[src/rtl/key_play_ctrl_if.sv]
// Front-panel bus between the raw buttons, the transport control stage and the player.
interface key_play_ctrl_if;
  logic       key_play_in;
  logic       key_stop_in;
  logic       en;
  logic       key;
  logic       clr_n;
  logic [1:0] state;

  modport master (output key_play_in, key_stop_in, input en, key, clr_n, state);
  modport slave  (input key_play_in, key_stop_in, output en, key, clr_n, state);
endinterface

[src/rtl/key_play_ctrl.sv]
// Button debounce + STOP/PLAY/PAUSE transport FSM feeding the music player's en/key/clr_n.
// Optional long-press-to-stop on the play key: define KEY_PLAY_CTRL_LONG_PRESS_EN.
module key_play_ctrl_db #(
  parameter int DEBOUNCE = 1_000_000
) (
  input  logic clk,
  input  logic rst,
  input  logic raw,
  output logic stable,
  output logic fall
);
  localparam int CW = (DEBOUNCE > 1) ? $clog2(DEBOUNCE) : 1;

  logic [1:0]    sync;
  logic [CW-1:0] cnt;
  logic          stable_d;

  always_ff @(posedge clk) begin
    if (rst) begin
      sync     <= 2'b11;
      cnt      <= '0;
      stable   <= 1'b1;
      stable_d <= 1'b1;
      fall     <= 1'b0;
    end else begin
      sync <= {sync[0], raw};
      if (sync[1] == stable)
        cnt <= '0;
      else if (cnt == CW'(DEBOUNCE - 1)) begin
        stable <= sync[1];
        cnt    <= '0;
      end else
        cnt <= cnt + 1'b1;
      // Edge taken from the delayed copy so the pulse lands one cycle after stable moves.
      stable_d <= stable;
      fall     <= stable_d & ~stable;
    end
  end
endmodule

module key_play_ctrl #(
  parameter int DEBOUNCE   = 1_000_000,
  parameter int LONG_PRESS = 50_000_000
) (
  input  logic               clk,
  input  logic               rst,
  key_play_ctrl_if.slave     bus
);
  localparam int NUM_KEYS = 2;
  localparam int KEY_PLAY = 0;
  localparam int KEY_STOP = 1;

  localparam logic [1:0] S_STOP  = 2'd0;
  localparam logic [1:0] S_PLAY  = 2'd1;
  localparam logic [1:0] S_PAUSE = 2'd2;

  logic [NUM_KEYS-1:0] raw_keys;
  logic [NUM_KEYS-1:0] stable;
  logic [NUM_KEYS-1:0] fall;
  logic                long_evt;
  logic                stop_act;
  logic [1:0]          state_q, state_n;
  logic                en_q, key_q, clr_n_q;

  assign raw_keys = {bus.key_stop_in, bus.key_play_in};

  key_play_ctrl_db #(.DEBOUNCE(DEBOUNCE)) u_db [NUM_KEYS-1:0] (
    .clk    (clk),
    .rst    (rst),
    .raw    (raw_keys),
    .stable (stable),
    .fall   (fall)
  );

`ifdef KEY_PLAY_CTRL_LONG_PRESS_EN
  localparam int HW = (LONG_PRESS > 1) ? $clog2(LONG_PRESS) : 1;
  logic [HW-1:0] hold_cnt;
  logic          unused_stop_stable;

  // Counter parks at LONG_PRESS-1 so a single hold fires exactly once.
  always_ff @(posedge clk) begin
    if (rst || stable[KEY_PLAY])
      hold_cnt <= '0;
    else if (hold_cnt != HW'(LONG_PRESS - 1))
      hold_cnt <= hold_cnt + 1'b1;
  end

  assign long_evt           = ~stable[KEY_PLAY] & (hold_cnt == HW'(LONG_PRESS - 2));
  assign unused_stop_stable = stable[KEY_STOP];
`else
  logic unused_long_press;
  assign long_evt          = 1'b0;
  assign unused_long_press = (LONG_PRESS > 0) | (^stable);
`endif

  assign stop_act = fall[KEY_STOP] | long_evt;

  always_comb begin
    state_n = state_q;
    if (stop_act)
      state_n = S_STOP;
    else if (fall[KEY_PLAY]) begin
      case (state_q)
        S_STOP:  state_n = S_PLAY;
        S_PLAY:  state_n = S_PAUSE;
        S_PAUSE: state_n = S_PLAY;
        default: state_n = S_STOP;
      endcase
    end
  end

  always_ff @(posedge clk) begin
    if (rst) begin
      state_q <= S_STOP;
      en_q    <= 1'b0;
      key_q   <= 1'b0;
      clr_n_q <= 1'b0;
    end else begin
      state_q <= state_n;
      en_q    <= (state_n == S_PLAY);
      key_q   <= (state_n == S_PLAY);
      clr_n_q <= ~stop_act;
    end
  end

  assign bus.state = state_q;
  assign bus.en    = en_q;
  assign bus.key   = key_q;
  assign bus.clr_n = clr_n_q;
endmodule

[src/flat_wrapper.sv]
// flat-port wrapper written by rule: the top's interface ports become plain ports
module key_play_ctrl_flat 
#(
  parameter int DEBOUNCE   = 1_000_000,
  parameter int LONG_PRESS = 50_000_000
)
  (clk, rst, bus_key_play_in, bus_key_stop_in, bus_en, bus_key, bus_clr_n, bus_state);
  key_play_ctrl_if bus_i ();
  input  logic clk;
  input  logic rst;
  input wire logic [$bits(bus_i.key_play_in)-1:0] bus_key_play_in;
  input wire logic [$bits(bus_i.key_stop_in)-1:0] bus_key_stop_in;
  output wire logic [$bits(bus_i.en)-1:0] bus_en;
  output wire logic [$bits(bus_i.key)-1:0] bus_key;
  output wire logic [$bits(bus_i.clr_n)-1:0] bus_clr_n;
  output wire logic [$bits(bus_i.state)-1:0] bus_state;
  assign bus_i.key_play_in = bus_key_play_in;
  assign bus_i.key_stop_in = bus_key_stop_in;
  assign bus_en = bus_i.en;
  assign bus_key = bus_i.key;
  assign bus_clr_n = bus_i.clr_n;
  assign bus_state = bus_i.state;
  key_play_ctrl #(.DEBOUNCE(DEBOUNCE), .LONG_PRESS(LONG_PRESS)) u_core (.clk(clk), .rst(rst), .bus(bus_i));
endmodule
[config.mk]
export PLATFORM = sky130hd
export DESIGN_NAME = key_play_ctrl_flat
export DESIGN_NICKNAME = d
export VERILOG_FILES = /design/src/rtl/key_play_ctrl_if.sv /design/src/rtl/key_play_ctrl.sv /design/src/flat_wrapper.sv
export SDC_FILE = /design/constraint.sdc
export NUM_CORES = 1
export LEC_CHECK = 0
export ABC_AREA = 1
export BUFFER_PORTS_ARGS = -buffer_cell sky130_fd_sc_hd__buf_2
export CAP_MARGIN = 10
export CORE_AREA = 8 8 101 103
export DETAILED_ROUTE_END_ITERATION = 8
export DIE_AREA = 0 0 109 111
export GPL_TIMING_DRIVEN = 0
export SLEW_MARGIN = 20
export SYNTH_ARGS = -nofsm -noshare
export SYNTH_HDL_FRONTEND = slang
export SYNTH_SLANG_ARGS = --single-unit
export TNS_END_PERCENT = 1
[constraint.sdc]
create_clock -name clk -period 1.5 [get_ports clk]
set_input_delay 0.225 -clock clk [delete_from_list [all_inputs] [get_ports clk]]
set_output_delay 0.225 -clock clk [all_outputs]
set_load 0.03 [all_outputs]
Yosys cells after proc, flatten, opt, wreduce, memory -nomap -nowiden. Index checks and enable logic that the tools add are counted.

Register bits after elaboration: 54. Bits of input ports: 4. Logic and storage cells: 38. Output and inout bits: 5.

$add $sub $neg: 2. Reductions and logical operators: 6. Bitwise operators: 7. Muxes and demuxes: 3. Eq/ne operators: 7.

Operators with widths (number): $add A20 B1 Y20 const B (2); $eq A20 B20 Y1 const B (2); $reduce_or A3 Y1 (2); $not A1 Y1 (5); $eq A2 B1 Y1 const B (2); $mux W2 (2); $pmux W2 S2 (1); $reduce_and A2 Y1 (2); $and A1 B1 Y1 (2); $eq A1 B1 Y1 (2); $eq A2 B2 Y1 const B (1); $logic_not A2 Y1 (1); $reduce_or A2 Y1 (1).

Depth between registers and ports, before layout.
Depth after elaboration: 6. Depth in mapped cells: 10. Depth with buffers taken out: 10.

Cells and area by module. Synthesis repeated with hierarchy kept, for this count alone.

Cell total of the unflattened synthesis: 337. Area total of the unflattened synthesis: 2481.1 sq um.

By module, submodules not included: key_play_ctrl_db (area each 1162.4 sq um, instances 2, sequential area each 500.5 sq um, cells each 159); key_play_ctrl (area each 156.4 sq um, instances 1, sequential area each 80.1 sq um, cells each 19).

Worst setup path after synthesis. Ideal clock, no wire load.

Path kind: reg-to-reg. Start point: register u_core.u_db[1].cnt[0]. End point: register u_core.u_db[1].cnt[12]. Clock period less this slack: 1416 ps. Buffers on the path: 1. Library setup time: 115 ps. Data required time: 1385 ps. Slack: 84 ps. Data arrival time: 1302 ps. Cell stages (with the launch flop): 8. Cell sequence: dfxtp_1 ha_1 nand3_2 nor2_4 nand3_2 o21ai_4 buf_6 nor2_1.

Word-level cells in the longest chain between the ends: 2. Elaborated cells between the ends (all ways): 3. Those cells by class: 1 x add/sub; 1 x eq/ne; 1 x reduce/logical.

RTL lines: start, declared (RTL line key_play_ctrl.sv:15) `logic [CW-1:0] cnt;`; start signal, assigned (RTL line key_play_ctrl.sv:33) `cnt <= cnt + 1'b1;`; parallel branches: the longest is 2 deep, another holds $add A20 B1 Y20.

Several ways; the timed one is not identified. A chain may end at the register's enable or synchronous reset.

Worst setup path in the final report.
Start point: register u_core.u_db[1].cnt[0]. End point: register u_core.u_db[1].cnt[18].

The elaborated chain is that of the path after synthesis.

==> impl_results.md <==
- Outcome: finished, final reports clean
- Area of the multi-input gates: 1310 um^2
- Clock skew: 0.00452 ns
- Finish-stage setup viols: 0
- Max Clock Freq: 711 MHz
- Die Ht: 111 um
- FFs w/ async S/R, synth: 0
- Gr usage total: 0.0885
- CP cell instances: ha_4, nand3_4, nor2_4, nand3_4, o21ai_4, buf_6, nor2_1
- H-tree levels: 2
- # diodes: 0
- Syn Nets: 360
- Global-route wire length before repair: 8870 um
- Sw Ratio: 0.214
- Area Overhead vs Synth: 15.6%
- IO Count: 9
- Total core area: 8550 um^2
- Pwr per Cell Area: 805 nW/um^2
- Hold_buf cts: 0
- Leak pwr: 0.000960 uW
- Initial antenna violation count: 0
- RSZ-0062 raised after global routing: yes
- Most common cell in the synthesized netlist: nand2_1
- Placement-stage cell area: 2680 um^2
- Internal: 1830 uW
- Max-Cap Viols: 0
- Worst IR Drop VDD: 0.497 mV
- CTS Root Cell: clkbuf_8
- Tcrit/Tclk final: 0.938
- Wirelength per Cell: 10.3 um
- Finished Cell Area: 2900 um^2
- TritonCTS clock tree: built
- Register clock-pin slew on the reported worst setup and hold paths: 0.09 ns
- Required time of the critical path: 1.71 ns
- Worst Slack Setup Final: 0.0935 ns
- Ys flop type: dfxtp_1
- Post-synth top area cell: dfxtp_1
- Total CTS buffers: 5
- Rows: 34
- Largest buffer count on any clock path: 2
- Worst skew pair latency: 0.30 ns
- Worst hold margin: 0.106 ns
- Worst Path Arrival: 1.61 ns
- DRT Pass-1 Iters: 4
- Final min period: 1.41 ns
- Startpoint type of the worst setup path: register
- Sequential power share: 0.619
- Final HPWL DP: 3650 um
- Initial drt markers: 81
- Largest net degree at the start of global routing: 16
- Hold crit path type: input pin to register
- Total gr overflow: 0
- Area share of the largest cell type after synthesis: 0.431
- R2R Setup Slk: 0.09 ns
- Die W: 109 um
- Unique masters post-synth: 27
- Starting density of the core: 0.293
- Sequential fraction of the synthesis area: 0.431
- NetSw: 499 uW
- Crit Path Max Fanout: 5
- FF/Latch Area: 1090 um^2
- Vias in the first global route: 2014
- Die area: 12100 um^2
- Vias per inst: 4.52
- Most area-consuming cells after synthesis: dfxtp_1 43%, nand2_1 12%, nor2_1 12%, inv_1 4.9%, nand3_1 4.8%
- Most instantiated cells after synthesis: 83 x nand2_1, 79 x nor2_1, 54 x dfxtp_1, 33 x inv_1, 24 x nand3_1
- Most Frequent Cell on Critical Path: nand3_4
- Final-layout fill cell count: 892
- #FFs+latches synth: 54
- Slowest library cell on the worst path: dfxtp_4
- Post-Synthesis Cells: 354
- Post-synth EDFFs: 0
- Port Buffers: 8
- CP max stage delay: 0.37 ns
- Power share of the clock group: 0.361
- Slew margin rel.: 0.763
- CTS Sinks: 54
- Place WS: -0.197 ns
- Routability cong.: 0.825
- Critical path class: register to register
- DR vias: 2196
- Total power: 2330 uW
- Pin slew with the least headroom to its limit: 0.355 ns
- Endpoints failing hold: 0
- Mapped Area: 2510 um^2
- # DRC: 0
- Total wire length: 5010 um
- Slew Viols, Final: 0
- Syn_area_per_cell: 7.08 um^2
- Crit. End Element: register
- Logic pwr share: 0.020
- Share of cells above drive strength 1: 0.151
- Layout net count: 383
- Warnings, synthesis: 0
- ANT nets after route: 0
cells by family after synthesis:
| logic type | synth area share |
|---|---|
| compound gates | 0.0624 |
| xor+xnor | 0.0524 |
| fa+ha+maj | 0.00998 |
| buf+inv | 0.0629 |
| flops | 0.431 |
| simple gates | 0.381 |
layout make-up:
class	instances	share of cell area
timing repair buffer	16	0.0384
sequential	54	0.376
tap	108	0.0466
multi-input combinational	263	0.453
inverter	33	0.0427
buffer	4	0.0117
clock buffer	7	0.0298
clock inverter	1	0.00173
per-stage QoR:
| step | setup TNS [ns] | std cells | util |
|---|---|---|---|
| CTS | 0 | 484 | 0.335 |
| detailed placement | -3.97 | 470 | 0.314 |
| global placement | -3.61 | 470 | 0.314 |
| global route | -0.0600 | 486 | 0.339 |
| finish | 0 | 486 | 0.339 |
| floorplan | 0 | 354 | - |
power groups by stage:
| stage | combinational, uW | clock (uW) | sequential (uW) |
|---|---|---|---|
| 2_1_floorplan | 22.8 | 0 | 1480 |
| 3_3_place_gp | 37.9 | 0 | 1480 |
| 3_5_place_dp | 37.9 | 0 | 1480 |
| 4_1_cts | 44.8 | 874 | 1450 |
| 5_1_grt | 51.6 | 936 | 1450 |
| 6_report | 46.0 | 843 | 1440 |
final timing paths:
path | depth (start not counted) | end | startpoint
setup / recovery | 7 | u_core.u_db[1].cnt[18] | u_core.u_db[1].cnt[0]
hold / removal | 2 | u_core.u_db[0].sync[0] | bus_key_play_in
setup reg to reg | 7 | u_core.u_db[1].cnt[18] | u_core.u_db[1].cnt[0]
hold reg to reg | 2 | u_core.u_db[0].fall | u_core.u_db[0].stable_d
what timing repair did:
| item | CTS | global route |
|---|---|---|
| buffers inserted | 5 | 2 |
| gates cloned | 1 | 0 |
| gates resized for setup | 12 | 7 |
| setup endpoints to repair | 38 | 31 |
| pin swaps | 3 | 3 |
cell usage in the layout (no fill, tap or decap), types with 2 or more instances in the layout:
| cell | synthesis | routed |
|---|---|---|
| xnor2_1 | 9 | 9 |
| buf_4 | 1 | 6 |
| nor2_2 | 3 | 4 |
| dfxtp_1 | 54 | 50 |
| buf_2 | 0 | 8 |
| clkbuf_8 | 0 | 6 |
| nor2_4 | 2 | 2 |
| nand3_1 | 24 | 24 |
| nand3_4 | 0 | 2 |
| dfxtp_2 | 0 | 3 |
| inv_1 | 33 | 33 |
| nand4_1 | 4 | 4 |
| o21ai_0 | 8 | 8 |
| buf_6 | 2 | 5 |
| nor2_1 | 79 | 78 |
| a21oi_1 | 17 | 16 |
| clkbuf_1 | 1 | 2 |
| nand2_1 | 83 | 82 |
| xor2_1 | 6 | 6 |
| or2_0 | 2 | 2 |
| nand3b_1 | 2 | 2 |
| or2_2 | 11 | 10 |
| nand3_2 | 4 | 2 |
registers in the layout (all words and copies together) (netlist names):
signal                count
u_core.bus.clr_n          1
u_core.bus.en             1
u_core.bus.state          2
u_core.u_db.cnt          40
u_core.u_db.fall          2
u_core.u_db.stable        2
u_core.u_db.stable_d      2
u_core.u_db.sync          4
critical path: cells and delay by family (launching register included):
kind | cells | cell delay [ns]
and+or+nand+nor | 4 | 0.38
DFF | 1 | 0.37
AOI/OAI and AO/OA | 1 | 0.25
buffers and inverters | 1 | 0.16
adders and majority gates | 1 | 0.15
metal layers:
metal  share of wire  track usage  up-vias  wire length [um]
met5               0            0        -                 0
met4           0.022       0.0356        0               109
met3           0.033       0.0192       11               167
met2            0.49        0.149       31              2450
met1            0.46        0.104     1002              2280
li1                -            -     1152                 -
No activity file was read; power rests on OpenSTA's default activity.
